<file path="config.mk">
export PLATFORM = sky130hd
export DESIGN_NAME = i2c_config_sequencer
export DESIGN_NICKNAME = d
export VERILOG_FILES = /design/src/rtl/i2c_config_sequencer.sv
export SDC_FILE = /design/constraint.sdc
export NUM_CORES = 1
export LEC_CHECK = 0
export ABC_CLOCK_PERIOD_IN_PS = 5100
export CORE_ASPECT_RATIO = 1.1
export CORE_UTILIZATION = 55
export DETAILED_ROUTE_END_ITERATION = 10
export GPL_TIMING_DRIVEN = 0
export HOLD_SLACK_MARGIN = 0.15
export PLACE_DENSITY = 0.86
export SLEW_MARGIN = 20
export SYNTH_ARGS = -nofsm -noshare
export SYNTH_HDL_FRONTEND = slang
export SYNTH_SLANG_ARGS = --single-unit
</file>
<file path="constraint.sdc">
create_clock -name clock -period 5.1 [get_ports clock]
set_input_delay 0.765 -clock clock [delete_from_list [all_inputs] [get_ports clock]]
set_output_delay 0.765 -clock clock [all_outputs]
set_load 0.005 [all_outputs]
</file>
<file path="src/rtl/i2c_config_sequencer.sv">
// Codec bring-up sequencer: walks a register-write table and hands each entry
// to the I2C engine as one transaction, with NACK retries, watchdogs and a gap.
module i2c_config_sequencer #(
   parameter logic [7:0] DEV_ADDR       = 8'h34,
   parameter int         NUM_ENTRIES    = 11,
   parameter int         AW             = 4,
   parameter int         MAX_RETRIES    = 2,
   parameter int         GAP_CYCLES     = 200,
   parameter int         TIMEOUT_CYCLES = 4095
) (
   input  logic          clock,
   input  logic          reset,
   input  logic          start,
   output logic [AW-1:0] tbl_addr,
   input  logic [15:0]   tbl_data,
   output logic [8:0]    device_address,
   output logic [7:0]    i2c_reg_address,
   output logic [7:0]    i2c_data,
   input  logic [1:0]    i2c_status,
   input  logic          i2c_we,
   output logic          busy,
   output logic          done,
   output logic          error,
   output logic [1:0]    error_code,
   output logic [AW-1:0] fail_index
);

   localparam int RW = (MAX_RETRIES < 1) ? 1 : $clog2(MAX_RETRIES + 1);

   localparam logic [RW-1:0] RETRY_LIMIT  = RW'(MAX_RETRIES);
   localparam logic [AW-1:0] LAST_INDEX   = AW'(NUM_ENTRIES - 1);
   localparam logic [11:0]   TIMEOUT_LAST = 12'(TIMEOUT_CYCLES - 1);
   localparam logic [11:0]   GAP_LAST     = 12'(GAP_CYCLES - 1);

   localparam logic [2:0] IDLE        = 3'd0;
   localparam logic [2:0] LOAD        = 3'd1;
   localparam logic [2:0] REQ         = 3'd2;
   localparam logic [2:0] WAIT_ACCEPT = 3'd3;
   localparam logic [2:0] WAIT_DONE   = 3'd4;
   localparam logic [2:0] GAP         = 3'd5;
   localparam logic [2:0] DONE        = 3'd6;
   localparam logic [2:0] FAIL        = 3'd7;

   logic [2:0]    state_reg;
   logic [AW-1:0] index_reg;
   logic [RW-1:0] retry_reg;
   logic [11:0]   timer_reg;
   logic          load_wait_reg;
   logic          gap_to_load_reg;
   logic          go_reg;

   assign device_address = {go_reg, DEV_ADDR};
   assign busy = (state_reg != IDLE) && (state_reg != DONE) && (state_reg != FAIL);

   always_ff @(posedge clock or negedge reset) begin
      if (!reset) begin
         state_reg       <= IDLE;
         index_reg       <= '0;
         retry_reg       <= '0;
         timer_reg       <= '0;
         load_wait_reg   <= 1'b0;
         gap_to_load_reg <= 1'b0;
         go_reg          <= 1'b0;
         tbl_addr        <= '0;
         i2c_reg_address <= '0;
         i2c_data        <= '0;
         done            <= 1'b0;
         error           <= 1'b0;
         error_code      <= 2'b00;
         fail_index      <= '0;
      end else begin
         case (state_reg)
            IDLE, DONE, FAIL: begin
               if (start) begin
                  done          <= 1'b0;
                  error         <= 1'b0;
                  error_code    <= 2'b00;
                  index_reg     <= '0;
                  retry_reg     <= '0;
                  tbl_addr      <= '0;
                  load_wait_reg <= 1'b0;
                  state_reg     <= LOAD;
               end
            end
            LOAD: begin
               // tbl_addr moved on entry; the table answers a clock later, so
               // the bytes are captured on the second LOAD edge.
               if (!load_wait_reg) begin
                  load_wait_reg <= 1'b1;
               end else begin
                  load_wait_reg   <= 1'b0;
                  i2c_reg_address <= tbl_data[15:8];
                  i2c_data        <= tbl_data[7:0];
                  state_reg       <= REQ;
               end
            end
            REQ: begin
               go_reg    <= 1'b1;
               timer_reg <= '0;
               state_reg <= WAIT_ACCEPT;
            end
            WAIT_ACCEPT: begin
               if (i2c_status[0]) begin
                  go_reg    <= 1'b0;
                  timer_reg <= '0;
                  state_reg <= WAIT_DONE;
               end else if (timer_reg == TIMEOUT_LAST) begin
                  go_reg     <= 1'b0;
                  error      <= 1'b1;
                  error_code <= 2'b10;
                  fail_index <= index_reg;
                  state_reg  <= FAIL;
               end else begin
                  timer_reg <= timer_reg + 12'd1;
               end
            end
            WAIT_DONE: begin
               timer_reg <= timer_reg + 12'd1;
               if (i2c_we) begin
                  timer_reg <= '0;
                  if (i2c_status[1]) begin
                     if (retry_reg < RETRY_LIMIT) begin
                        retry_reg       <= retry_reg + 1'b1;
                        gap_to_load_reg <= 1'b0;
                        state_reg       <= GAP;
                     end else begin
                        error      <= 1'b1;
                        error_code <= 2'b01;
                        fail_index <= index_reg;
                        state_reg  <= FAIL;
                     end
                  end else if (index_reg == LAST_INDEX) begin
                     done      <= 1'b1;
                     state_reg <= DONE;
                  end else begin
                     index_reg       <= index_reg + 1'b1;
                     retry_reg       <= '0;
                     gap_to_load_reg <= 1'b1;
                     state_reg       <= GAP;
                  end
               end else if (timer_reg == TIMEOUT_LAST) begin
                  error      <= 1'b1;
                  error_code <= 2'b11;
                  fail_index <= index_reg;
                  state_reg  <= FAIL;
               end
            end
            GAP: begin
               if (timer_reg == GAP_LAST) begin
                  timer_reg     <= '0;
                  load_wait_reg <= 1'b0;
                  if (gap_to_load_reg) begin
                     tbl_addr  <= index_reg;
                     state_reg <= LOAD;
                  end else begin
                     state_reg <= REQ;
                  end
               end else begin
                  timer_reg <= timer_reg + 12'd1;
               end
            end
            default: state_reg <= IDLE;
         endcase
      end
   end

endmodule

</file>
Yosys cells after proc, flatten, opt, wreduce, memory -nomap -nowiden
Index checks and enable logic that the tools add are counted.

Memories: 0. Bits in latches: 0. Flip-flop bits (word level): 52. Bits of input ports: 22. Bits in writable memories: 0. Bits in read-only memories: 0. Logic and storage cells: 137.

$mul: 0. $add $sub $neg: 3. Bitwise gates (word level): 0. $lt $le $gt $ge: 1. Muxes and demuxes: 63. Reductions and logical operators: 25. Divide/modulo/power cells: 0. Shift operators: 0. Equality and inequality tests: 31.

Operators by type and width (number): $mux 12 (4); $pmux 12 s4 (1); $mux 4 (11); $mux 2 (14); $ne 3x3->1 const B (9); $pmux 4 s2 (3); $ne 2x2->1 const B (11); $mux 3 (7); $reduce_and 5->1 (4); $pmux 3 s6 (1); $mux 1 (16); $add 12x1->12 const B (1); $eq 12x12->1 const B (1); $eq 12x8->1 const B (1); $eq 3x3->1 const B (4); $reduce_and 4->1 (3); $reduce_bool 3->1 (3); $reduce_bool 2->1 (4); $reduce_and 7->1 (1); $eq 3x2->1 const B (2); $pmux 1 s3 (2); $pmux 2 s3 (1); $reduce_and 2->1 (3); $reduce_and 3->1 (2); other kinds (12) (14).

Longest topological paths before layout
Gate-level depths: netlist of run 1.

Depth after elaboration: 5. Depth in mapped cells: 9. Gate-level depth less buffers: 7.

Worst setup path after synthesis of run 1
OpenSTA, ideal clock, no wires.

Path kind: input -> register. Start: input i2c_we. End: register retry_reg[0]. Data arrival time: 2.106 ns. Stages on the path: 4. Setup time: 0.125 ns. Slack: 2.869 ns. Cell sequence: nor4bb_1 > o21ai_0 > o21ai_0 > mux2_2.

Word-level cells in the longest chain between the ends: 2.

RTL lines: from (decl) (RTL line 20) `input logic i2c_we,`; $ne 2x2->1 (no source line); $reduce_and 5->1 (no source line); to (signal assigned) (RTL line 123) `retry_reg <= retry_reg + 1'b1;`; to (decl) (RTL line 46) `logic [RW-1:0] retry_reg;`.

No other way between the ends. A chain may end at the register's enable or synchronous reset.

Worst setup path after layout of run 1
Same ends and word-level chain as after synthesis.

==> results of run 1 <==
cell usage after synthesis (all sizes together) (3+ instances only):
cell	n	area share [%]
buf	18	4.5
ha	5	2.3
mux2	22	9.0
a21o	6	1.6
dfrtp	52	47
nor2	18	2.4
nand2b	3	0.68
o22ai	4	0.91
nand3	9	1.6
a22o	10	3.2
nor2b	3	0.68
nand3b	4	1.5
inv	7	0.95
a21oi	13	2.5
nor3	7	1.5
nand2	24	3.3
o21ai	19	3.4
or3	5	1.1
or2	3	0.68
nor4b	3	0.95
path summary, 6_finish.rpt:
| kind | depth (start not counted) | slack [ps] | to |
|---|---|---|---|
| max in group asynchronous | 1 | 4200 | timer_reg[7] |
| worst min register to register | 1 | 500 | done |
| worst max register to register | 5 | 2570 | retry_reg[0] |
| min in group clock | 1 | 500 | done |
| worst max-delay path | 5 | 2070 | retry_reg[0] |
| worst min-delay path | 1 | 480 | i2c_data[4] |
cell type report:
class                      instances  area share [%]
clock buffer                       7           2.500
multi-input combinational        194           38.30
clock inverter                     1          0.2174
tap                               56           2.029
timing repair buffer              51           14.71
inverter                           7          0.7609
sequential                        52           37.68
buffer                            20           3.804
worst max-delay path: cells and delay by family:
family          cells  cell delay (ps)
simple gates        1              770
buf+inv             1              560
mux                 1              390
compound gates      2              730
routing by layer:
layer / GRT usage (%) / share of wire (%) / up-vias / routed length, um
met3: 4.101 / 5.3 / 16 / 306
li1: - / - / 1083 / -
met4: 10.61 / 2.8 / 0 / 164
met5: 0 / 0 / - / 0
met2: 40.58 / 50 / 81 / 2890
met1: 28.87 / 42 / 1070 / 2406
power breakdown:
part | internal (mW) | switching (mW)
logic | 0.320 | 0.248
clock network | 0.110 | 0.131
registers | 0.501 | 0.0432
total | 0.931 | 0.423
per-stage QoR:
step	std cells	hold slack (ps)
floorplan	273	469.4
finish	388	484.9
global placement	380	483.3
global route	388	533.0
detailed placement	380	482.9
CTS	388	503.6
kinds of logic (layout without fill, tap and decap cells):
group | after synthesis | count (layout) | synth area share, %
flops | 52 | 52 | 47.17
simple gates | 90 | 90 | 18.32
other cells | 2 | 8 | 0.2722
xor+xnor | 1 | 1 | 0.3175
buf+inv | 27 | 86 | 5.714
mux | 23 | 23 | 9.343
compound gates | 67 | 67 | 16.60
fa+ha+maj | 5 | 5 | 2.268
==> impl_metrics.json, run 1 <==
{
  "grt_pass1_vias": 2261,
  "critPathArrivalTime_ps": 3220,
  "place_area_um2": 3359,
  "slew_headroom_pct": 42.88,
  "yosysSeqAreaShare_pct": 47.17,
  "die_x_um": 69.53,
  "syn2layout_area_growth_pct": 25.17,
  "cts_hold_buf": 0,
  "cts.sinks": 52,
  "path_clk_slew_ps": 90,
  "cp_max_fo": 6,
  "setup_tns_ps": 0,
  "grt_max_degree": 53,
  "crit_top_cell": "o21ai_0",
  "postRouteAntennaNets": 0,
  "p_leak_nw": 1.514,
  "synth_cells": 267,
  "fp.dieArea_um2": 5304,
  "cts_buffer_depth": 2,
  "cp.required_ps": 5290,
  "drtIter0Drc": 146,
  "power_mw": 1.354,
  "rsz0062_at_grt": "no",
  "end_kind": "register",
  "dpl.hpwl_um": 4240,
  "vias_per_cell": 5.799,
  "antenna_found_initial": 0,
  "grt_overflow": 0,
  "netlist_area_um2": 2759,
  "ys_ff_latch": 52,
  "final_core_util_pct": 73.21,
  "start_util_pct": 58.49,
  "cp_cell_sequence": "clkdlybuf4s50_1 -> nor4bb_1 -> o21ai_0 -> o21ai_0 -> mux2_2",
  "synth_edf_count": 0,
  "rows": 26,
  "io_pins": 60,
  "core_area_um2": 4717,
  "powerDensity_nw_per_um2": 392.0,
  "cts-root-buf": "clkbuf_8",
  "yosysWarnings": 0,
  "postCtsSetupRepairBufs": 0,
  "num_antenna_cells": 0,
  "grt_pass1_wl_um": 10090,
  "ys.flop_type": "dfrtp_1",
  "tightest_slew_ps": 845.2,
  "cts_tree": "built",
  "layout_commonest_cell": "dfrtp_1",
  "final_net_count": 358,
  "synth_async_sr_flop_share_pct": 100.0,
  "n_fill_cell": 363,
  "period_share_pct": 59.35,
  "cts-resized-gates": 0,
  "wl_um": 5767,
  "stdcell_area_um2": 3453,
  "register_area_um2": 1301,
  "synth_cell_types": 54,
  "largest_reg_flops": 12,
  "reg2reg_from": "state_reg[0]",
  "wire_per_inst_um": 14.86,
  "max_clock_freq_ghz": 0.3304,
  "syn_area_per_cell_um2": 10.33,
  "dp_slack_ps": 1818,
  "clk_latency_ps": 300,
  "hold_viol": 0,
  "outcome": "finished clean",
  "worstSetupPathType": "input port to register",
  "cp-start-kind": "input port",
  "crit_slowest_cell": "nor4bb_1",
  "final_cell_mix": "dfrtp_1, clkdlybuf4s50_1, nand2_1",
  "drv_slew": 0,
  "drtPass1Iterations": 4,
  "finClkSkew_ps": 3.071,
  "cpPeakStageDelay_ps": 770,
  "period_minus_slack_ps": 3027,
  "hp-class": "input port to asynchronous set/reset pin",
  "htreeDepth": 2,
  "gp_congestion": 0.8961,
  "worst_slack_ps": 2073,
  "fp.dieH_um": 76.28,
  "cts_made_buffers": 5,
  "num_vias": 2250,
  "multiInputGateArea_um2": 1323,
  "post-route-drc-count": 0,
  "portBuffers": 51,
  "ir_drop_mv": 0.1868,
  "drive_gt1_share_pct": 17.17,
  "grt_util_all_layers_pct": 23.61,
  "setup_viol": 0,
  "drv_cap": 0,
  "startpoint": "i2c_we"
}
Note: power is estimated with default switching activity, not from simulation.
==> run 2, diff against run 1 <==
Settings changed: ABC_CLOCK_PERIOD_IN_PS 5100 to 2850, CORE_UTILIZATION 55 to 51, PLACE_DENSITY 0.86 to 0.8.
Clock period 5.1 ns to 2.85 ns, I/O delays scaled along.
==> run 2 against run 1 <==
Highest routed layer unchanged. Setup slack got worse by 1800 ps. Hold slack got worse by 350 ps. Largest power group unchanged. Critical endpoint unchanged. Clock skew rose by 1.6 ps.
==> impl_metrics.json, run 2 (synthesis gave the netlist of run 1 again) <==
{
  "outcome": "finished clean",
  "largest_reg_flops": 12,
  "drtIter0Drc": 104,
  "ir_drop_mv": 0.3037,
  "setup_tns_ps": 0,
  "grt_max_degree": 53,
  "period_minus_slack_ps": 2611,
  "p_leak_nw": 1.514,
  "hold_ws_ps": 139.5,
  "cts_tree": "built",
  "drtPass1Iterations": 4,
  "cts_buffer_depth": 2,
  "grt_overflow": 0,
  "syn2layout_area_growth_pct": 25.90,
  "cp_max_fo": 6,
  "dp_slack_ps": -31.42,
  "htreeDepth": 2,
  "place_inst": 396,
  "postRouteAntennaNets": 0,
  "final_cell_mix": "dfrtp_1, clkdlybuf4s50_1, nand2_1",
  "grt_pass1_vias": 2126,
  "cts_made_buffers": 5,
  "powerDensity_nw_per_um2": 697.8,
  "clockPowerShare_pct": 17.8,
  "drv_slew": 0,
  "final_core_util_pct": 68.09,
  "num_antenna_cells": 0,
  "layoutNonFillerInstCount": 404,
  "grt_pass1_wl_um": 9949,
  "fp.dieH_um": 79.14,
  "grt_util_all_layers_pct": 22.31,
  "period_share_pct": 91.61,
  "slew_headroom_pct": 42.06,
  "core_area_um2": 5101,
  "pwr-share-seq_pct": 40.2,
  "p_switching_mw": 0.7584,
  "rows": 27,
  "path_clk_slew_ps": 90,
  "cts.sinks": 52,
  "cts_hold_buf": 0,
  "combinationalPowerShare_pct": 42.0,
  "dpl.hpwl_um": 4316,
  "p_sw_share_pct": 31.29,
  "layout_commonest_cell": "dfrtp_1",
  "max_clock_freq_ghz": 0.3830,
  "worstSetupPathType": "input port to register",
  "gp_congestion": 0.8476,
  "wire_per_inst_um": 14.57,
  "clk_latency_ps": 310,
  "hold_viol": 0,
  "drive_gt1_share_pct": 17.17,
  "cts-root-buf": "clkbuf_8",
  "num_vias": 2243,
  "reg2reg_from": "state_reg[0]",
  "critPathArrivalTime_ps": 2810,
  "drv_cap": 0,
  "start_util_pct": 54.08,
  "end_kind": "register",
  "setup_viol": 0,
  "portBuffers": 51,
  "fp.dieArea_um2": 5708,
  "rsz0062_at_grt": "no",
  "io_pins": 60,
  "tightest_slew_ps": 861.2,
  "postCtsSetupRepairBufs": 0,
  "final_net_count": 358,
  "worst_slack_ps": 239.1,
  "p_int_mw": 1.665,
  "vias_per_cell": 5.552,
  "die_x_um": 72.13,
  "finClkSkew_ps": 4.653,
  "cts-resized-gates": 0,
  "startpoint": "i2c_we",
  "hp-class": "input port to asynchronous set/reset pin",
  "cp-start-kind": "input port",
  "post-route-drc-count": 0,
  "cp.required_ps": 3050,
  "antenna_found_initial": 0,
  "wl_um": 5887
}
==> run 2: cell counts in the layout (fill, tap and decap cells not counted) <==
No cell type changed its count.
==> run 2: critical path: stages <==
cell and delay (ps):
clkdlybuf4s50_1 570, nor4bb_1 770, o21ai_0 310, o21ai_0 350, mux2_2 380
==> run 2: routing by layer <==
metal  GRT usage, %  vias up  routed length [um]
li1               -     1076                   -
met1          28.08     1088                2555
met2          38.13       71                2915
met3          4.315        8                 315
met4          7.451        0                 100
met5              0        -                   0
==> run 2: cell type report <==
type	instances	area [um2]
inverters	7	26.28
repair buffers	51	508.0
multi-input cells	194	1323
clock inverters	1	7.507
plain buffers	20	131.4
well taps	72	90.09
flip-flops and latches	52	1301
clock buffers	7	86.33
fillers	400	1628
==> run 2: power groups by stage <==
stage / Clock (mW) / Combinational [mW] / Sequential, mW
floorplan: 0 / 0.566 / 0.994
global placement: 0 / 0.998 / 0.978
detailed placement: 0 / 1.02 / 0.991
CTS: 0.440 / 1.02 / 0.977
global route: 0.467 / 1.12 / 0.993
finish: 0.431 / 1.02 / 0.973
==> run 2: stage by stage <==
| stage | total power, mW | instance area (um2) |
|---|---|---|
| after detailed placement | 2.007 | 3379 |
| after global routing | 2.581 | 3473 |
| after floorplan | 1.560 | 2781 |
| after CTS | 2.438 | 3473 |
| after global placement | 1.976 | 3382 |
| final | 2.424 | 3473 |
==> run 2: path summary, 6_finish.rpt <==
path | slack, ps | end | cells after the start
min | 140 | i2c_reg_address[7] | 1
min reg2reg | 490 | done | 1
min in group clock | 490 | done | 1
max reg2reg | 410 | retry_reg[0] | 5
max in group asynchronous | 2300 | done | 1
max | 240 | retry_reg[0] | 5
